## src/rtl/control_unit.sv

```systemverilog
// Multi-cycle fetch/decode/execute sequencer for the 16-bit register machine.
// All control outputs are decoded from the current state and IR only.
module control_unit (
  input  logic        clk,
  input  logic        rst,
  output logic [15:0] I_addr,
  output logic        I_rd,
  input  logic [15:0] I_data,
  output logic [7:0]  D_addr,
  output logic        D_rd,
  output logic        D_wr,
  output logic        RF_s,
  output logic [3:0]  RF_W_addr,
  output logic [3:0]  RF_Rp_addr,
  output logic [3:0]  RF_Rq_addr,
  output logic        RF_W_wr,
  output logic        RF_Rp_rd,
  output logic        RF_Rq_rd,
  output logic        alu_s0,
  output logic [7:0]  Val_cons,
  output logic        RF_cons,
  output logic        RF_ext,
  input  logic        RF_Rp_zero,
  output logic        halted
);

  typedef enum logic [3:0] {
    INIT, FETCH, DECODE, LOAD, STORE, ALU, LDC, LDN, JMPZ, JMPZ_JMP, HALT
  } state_t;

  state_t      state, next_state;
  logic [15:0] pc, ir;
  logic [3:0]  opcode, ra, rb, rc;
  logic [7:0]  imm;

  assign opcode = ir[15:12];
  assign ra     = ir[11:8];
  assign rb     = ir[7:4];
  assign rc     = ir[3:0];
  assign imm    = ir[7:0];

  always_ff @(posedge clk) begin
    if (rst) begin
      state <= INIT;
      pc    <= '0;
      ir    <= '0;
    end else begin
      state <= next_state;
      case (state)
        INIT: begin
          pc <= '0;
          ir <= '0;
        end
        FETCH: begin
          ir <= I_data;
          pc <= pc + 16'd1;
        end
        // PC already points past the JMPZ, so the -1 makes the offset JMPZ-relative
        JMPZ_JMP: pc <= pc + {{8{imm[7]}}, imm} - 16'd1;
        default: ;
      endcase
    end
  end

  always_comb begin
    next_state = state;
    case (state)
      INIT:   next_state = FETCH;
      FETCH:  next_state = DECODE;
      DECODE: begin
        case (opcode)
          4'h0:       next_state = LOAD;
          4'h1:       next_state = STORE;
          4'h2, 4'h4: next_state = ALU;
          4'h3:       next_state = LDC;
          4'h5:       next_state = JMPZ;
          4'h6:       next_state = LDN;
          4'hF:       next_state = HALT;
          default:    next_state = FETCH;
        endcase
      end
      LOAD, STORE, ALU, LDC, LDN, JMPZ_JMP: next_state = FETCH;
      JMPZ:    next_state = RF_Rp_zero ? JMPZ_JMP : FETCH;
      HALT:    next_state = HALT;
      default: next_state = INIT;
    endcase
  end

  // rst masks every output in the same cycle, so an interrupted write never lands
  always_comb begin
    I_addr     = rst ? '0 : pc;
    I_rd       = 1'b0;
    D_addr     = '0;
    D_rd       = 1'b0;
    D_wr       = 1'b0;
    RF_s       = 1'b0;
    RF_W_addr  = '0;
    RF_Rp_addr = '0;
    RF_Rq_addr = '0;
    RF_W_wr    = 1'b0;
    RF_Rp_rd   = 1'b0;
    RF_Rq_rd   = 1'b0;
    alu_s0     = 1'b0;
    Val_cons   = '0;
    RF_cons    = 1'b0;
    RF_ext     = 1'b0;
    halted     = 1'b0;
    if (!rst) begin
      case (state)
        FETCH: I_rd = 1'b1;
        LOAD: begin
          D_addr    = imm;
          D_rd      = 1'b1;
          RF_s      = 1'b1;
          RF_W_addr = ra;
          RF_W_wr   = 1'b1;
        end
        STORE: begin
          D_addr     = imm;
          D_wr       = 1'b1;
          RF_Rp_addr = ra;
          RF_Rp_rd   = 1'b1;
        end
        ALU: begin
          RF_Rp_addr = rb;
          RF_Rq_addr = rc;
          RF_Rp_rd   = 1'b1;
          RF_Rq_rd   = 1'b1;
          alu_s0     = opcode[2];
          RF_W_addr  = ra;
          RF_W_wr    = 1'b1;
        end
        LDC, LDN: begin
          Val_cons  = imm;
          RF_cons   = 1'b1;
          RF_ext    = (state == LDN);
          RF_W_addr = ra;
          RF_W_wr   = 1'b1;
        end
        JMPZ: begin
          RF_Rp_addr = ra;
          RF_Rp_rd   = 1'b1;
        end
        HALT: halted = 1'b1;
        default: ;
      endcase
    end
  end

endmodule

```

## config.mk

```make
export PLATFORM = sky130hd
export DESIGN_NAME = control_unit
export DESIGN_NICKNAME = d
export VERILOG_FILES = /design/src/rtl/control_unit.sv
export SDC_FILE = /design/constraint.sdc
export NUM_CORES = 1
export LEC_CHECK = 0
export CORE_ASPECT_RATIO = 0.5
export CORE_MARGIN = 2
export CORE_UTILIZATION = 52
export DETAILED_ROUTE_END_ITERATION = 6
export GPL_TIMING_DRIVEN = 0
export PLACE_DENSITY = 0.81
export SYNTH_ARGS = -nofsm -noshare
export SYNTH_HDL_FRONTEND = slang
export SYNTH_SLANG_ARGS = --single-unit
```

## constraint.sdc

```tcl
create_clock -name clk -period 3.1 [get_ports clk]
set_clock_uncertainty 0.2 [all_clocks]
set_input_delay 0.93 -clock clk [delete_from_list [all_inputs] [get_ports clk]]
set_output_delay 0.93 -clock clk [all_outputs]
set_load 0.01 [all_outputs]
```

== Word-level counts from Yosys, hierarchy flattened ==
Memory sizes are Yosys's and may differ from the RTL's. A register that Yosys moved wholly into a read port is not among the register bits.
Index checks and enable logic that the tools add are counted.

* Register bits: 36
* Bits in read-only memories: 64
* Input port bits: 19
* Output and inout bits: 55
* Word-level logic and storage cells: 63
* Memories: 1

{| class="wikitable"
|+ Memory list
! memory !! words !! bits a word !! read ports !! clocked after memory_dff !! wr ports !! RTL line !! RTL
|-
| (name not given) || 16 || 4 || 1 || 1 || 0 || 71 || <nowiki>case (opcode)</nowiki>
|}

* $add $sub $neg: 3
* Equality and inequality tests: 10
* Multiplexer cells: 37
* Reduce and logical (&&, ||, !) cells: 9

{| class="wikitable"
|+ Operators with widths
! cell !! number
|-
| case mux 16 bit (3 select lines) || 1
|-
| two-way mux 4 bit || 8
|-
| two-way mux 8 bit || 4
|-
| case mux 16 bit (2 select lines) || 1
|-
| two-way mux 1 bit || 20
|-
| case mux 4 bit (5 select lines) || 1
|-
| adder 16 x 1 -> 16 bit (second input constant) || 1
|-
| adder 16 bit || 1
|-
| equality test 4 x 3 -> 1 bit (second input constant) || 4
|-
| two-way mux 16 bit || 1
|-
| subtractor 16 x 1 -> 16 bit (second input constant) || 1
|-
| equality test 4 bit (second input constant) || 3
|-
| equality test 4 x 2 -> 1 bit (second input constant) || 2
|-
| case mux 4 bit (2 select lines) || 1
|-
| OR reduction 7 bit || 1
|-
| OR reduction 2 bit || 3
|-
| equality test 4 x 1 -> 1 bit (second input constant) || 1
|-
| logical NOT 4 bit || 1
|-
| OR reduction 4 bit || 1
|-
| nonzero test 3 bit || 1
|-
| OR reduction 3 bit || 1
|-
| nonzero test 2 bit || 1
|}

== Longest topological paths before layout ==
* Depth in word-level cells: 4
* Mapped depth: 13
* Depth with buffers taken out: 13

== Least setup slack after synthesis ==
No wires, ideal clock.

* Kind: input to output
* Start: input port rst
* End: output port RF_Rq_addr[0]
* Arrival: 1.949 ns
* Data required time: 1.970 ns
* Slack: 0.021 ns
* Cell stages on the path: 4
* Buffers on the path: 3
* Cells stage by stage: clkbuf_1 > clkbuf_1 > buf_1 > nor4_1

* Cells in the longest elaborated chain, start to end: 1

{| class="wikitable"
|+ Ends and longest elaborated chain
! element !! RTL line !! RTL
|-
| from (decl) || 5 || <nowiki>input logic rst,</nowiki>
|-
| two-way mux 4 bit || 108 || <nowiki>if (!rst) begin</nowiki>
|-
| to (decl) || 15 || <nowiki>output logic [3:0] RF_Rq_addr,</nowiki>
|}

No other way between the ends.

== Worst setup path in the final report ==
* Start: input port rst
* End: output port D_addr[0]

* Cells in the longest elaborated chain, start to end: 1

{| class="wikitable"
|+ Ends and longest elaborated chain
! element !! RTL line !! RTL
|-
| two-way mux 8 bit || 108 ||
|-
| to (decl) || 9 || <nowiki>output logic [7:0] D_addr,</nowiki>
|}

No other way between the ends.

==> reports/results.ini <==
[floorplan]
row_count=20
die_y_um=61.1
die_area_sq_um=7210
boundaryPins=74
fp.dieW_um=118
core-area_sq_um=6180
start_util_pct=54.8

[drt]
drt_iter0_markers=335
route.vias.total=3756
dr.pass1.iters=5
avgRoutedWirePerCell_um=17.2
viasPerCell=5.90
drc=0
totalWireLength_mm=11.0
ant_nets=0

[hold_path]
worstHoldStart=ir[8]
worstHoldPathType=reg -> reg

[outcome]
status=complete, but fails checks
violations=negative setup slack

[setup_path]
cp.required_ns=1.97
cpPeakStageDelay_ns=0.41
critPathMaxFanout=10
crit_path_start_kind=input pin
critical_path.slowest_cell=nor4_1
critPathLaunch=rst
reg2reg_from=ir[7]
crit_chain=buf_12 > clkbuf_16 > clkbuf_4 > nor4_1 > clkdlybuf4s15_2
crit_type=in -> out
end_kind=primary output
cp.arrival_ns=2.10

[flow_run]
max_cap_viol_count=0

[placed_design]
gp_congestion=0.901
port_buffers=72
dp_hpwl_mm=7.52
dp.cells=614

[grt]
antenna_found_initial=0
grt_max_degree=15
grt_usage_pct=28.5
grt_pass1_vias=3310
overflow=0
grt_first_pass_wirelength_mm=16.2

[cells_and_area]
syn_to_final_growth_pct=41.3
ff_latch_area_sq_um=806
diodes=0
nNetsFinal=602
drive_above_1_share_pct=21.5
multiInputGateArea_sq_um=2400
final_cell_count_no_fill=637
fillCellCount=450

[timing]
slew_headroom_pct=51.3
rsz0062_at_grt=yes
finalWorstSetupSlack_ns=-0.128
drv_slew=0
fin_crit_sh_pct=104
tightest_slew_ns=0.726
final.setup.tns_ns=-0.149
setup_viol=3
fin_crit_ns=3.23
hold_viol_final=0
fmax_mhz=310

[synth]
yosysUniqueCellTypes=59
yosysWarnings=0
avgSynthCellArea_sq_um=7.46
synth_nets=508
postSynth.asyncResetShare_pct=0
synth_area_sq_um=3390
synth_edf_count=0
syn_inst=454
ys_seq_elements=40
yosysSeqAreaShare_pct=23.6
synth-main-ff-cell=dfxtp_1

[clocking]
cts_max_level=2
cts_buffers=5
cts-root-buf=clkbuf_16
clock-sinks=40
path_clk_slew_ns=0.07
cts_tree=done
hold_buffers=0
clk_latency_ns=0.29
clock_path_buffers=2

[power_and_ir_drop]
peakVddDrop_mv=0.216
power_per_cell_area_nw_per_um2=361
p_leak_nw=2.39

## critical path: cells and delay by family
family        cells  cell delay [ns]
buf+inv           4             0.75
simple gates      1             0.41
## kinds of logic (layout without fill, tap and decap cells)
kind of cell / count (synthesis) / after routing / share of synthesized area [%]
muxes: 3 / 3 / 0.887
AOI/OAI and AO/OA: 113 / 113 / 23.4
xor gates and xnor gates: 15 / 15 / 3.88
adders and majority gates: 35 / 35 / 13.2
and+or+nand+nor: 160 / 160 / 24.2
DFF: 40 / 40 / 23.6
buffers and inverters: 88 / 183 / 10.8
## cell usage in the layout, fill, tap and decap left out, drive strengths merged, types with 5 or more instances in the layout
master / netlist / layout
inv: 61 / 61
nor2: 54 / 54
buf: 18 / 43
dfxtp: 40 / 40
ha: 34 / 34
a21oi: 30 / 30
nand2: 24 / 24
nor4: 23 / 23
dlymetal6s2s: 0 / 21
o21ai: 21 / 21
clkdlybuf4s50: 0 / 18
clkbuf: 9 / 17
nand3: 13 / 13
clkdlybuf4s15: 0 / 12
nor3: 12 / 12
a22o: 10 / 10
xnor2: 9 / 9
o22ai: 9 / 9
a22oi: 9 / 9
and2: 8 / 8
a211oi: 8 / 8
and3: 7 / 7
dlygate4sd2: 0 / 7
xor2: 6 / 6
a21o: 5 / 5
nor2b: 5 / 5
## power breakdown
| group | internal (W) | switching, W | total [W] |
|---|---|---|---|
| logic | 0.000243 | 0.000322 | 0.000565 |
| clock network | 0.000383 | 0.000223 | 0.000606 |
| registers | 0.000537 | 0.0000175 | 0.000554 |
## sequential cells by signal (all words and copies together), names as in the netlist, named ones only
name   count
ir        16
pc        16
state      4
## path summary, 6_finish.rpt
path	end	slack, ns	cells after the start
min	ir[8]	0.27	2
min reg2reg	ir[8]	0.27	2
max reg2reg	pc[15]	0.17	11
max	D_addr[0]	-0.13	5
## layer usage
metal	GRT usage, %	routed length [um]	up-vias
li1	-	-	1781
met1	36.9	4850	1766
met5	0	0	-
met3	5.46	792	33
met4	9.81	257	0
met2	49.5	5060	176
## cell type report
class,instances,area share [%]
tap,88,2.30
sequential,40,16.8
timing repair buffer,87,17.7
buffer,27,4.55
clock buffer,5,2.62
inverter,61,4.86
clock inverter,3,0.968
multi-input combinational,326,50.1
## stage by stage
| step | utilization, % | power [W] | hold slack, ns | cell area (sq um) | setup WS (ns) |
|---|---|---|---|---|---|
| 5_1_grt | 77.4 | 0.00180 | 0.304 | 4780 | -0.120 |
| 4_1_cts | 72.8 | 0.00167 | 0.271 | 4500 | -0.194 |
| 6_report | 77.4 | 0.00173 | 0.272 | 4780 | -0.128 |
| 3_5_place_dp | 68.2 | 0.00105 | 0.263 | 4220 | -0.891 |
| 3_3_place_gp | 68.2 | 0.00104 | 0.250 | 4220 | -0.846 |
| 2_1_floorplan | - | 0.000923 | 0.240 | 3390 | 0.0215 |
## what timing repair did
item / 4_1_cts / 5_1_grt
gates resized for setup: 148 / 62
gates cloned: 0 / 0
pin swaps: 1 / 4
endpoints found under the setup margin: 55 / 43
buffers inserted: 1 / 14
## Yosys cell counts, types with 3 or more instances
| master | n | area share [%] |
|---|---|---|
| clkbuf_1 | 9 | 1.0 |
| a22oi_1 | 7 | 1.6 |
| a21o_1 | 5 | 1.1 |
| nor2b_1 | 5 | 0.92 |
| o21a_1 | 3 | 0.66 |
| a211oi_2 | 3 | 1.1 |
| or3_1 | 3 | 0.55 |
| o21bai_1 | 3 | 0.66 |
| xor2_1 | 6 | 1.6 |
| nor4_1 | 23 | 4.2 |
| buf_1 | 4 | 0.44 |
| o21ai_0 | 16 | 2.4 |
| a21oi_1 | 28 | 4.1 |
| buf_2 | 10 | 1.5 |
| xnor2_1 | 9 | 2.3 |
| nand3_1 | 13 | 1.9 |
| and3_1 | 7 | 1.3 |
| a211oi_1 | 5 | 1.1 |
| nor3_1 | 9 | 1.3 |
| and4_1 | 3 | 0.78 |
| inv_1 | 61 | 6.8 |
| ha_1 | 34 | 13 |
| mux2i_1 | 3 | 0.89 |
| o22ai_1 | 9 | 1.7 |
| dfxtp_1 | 40 | 24 |
| nand2_1 | 23 | 2.5 |
| and2_1 | 8 | 1.5 |
| a22o_1 | 10 | 2.6 |
| nand2b_1 | 4 | 0.74 |
| nor2_1 | 53 | 5.9 |
| o21ai_1 | 5 | 0.74 |
No activity file was read; power rests on OpenSTA's default activity.
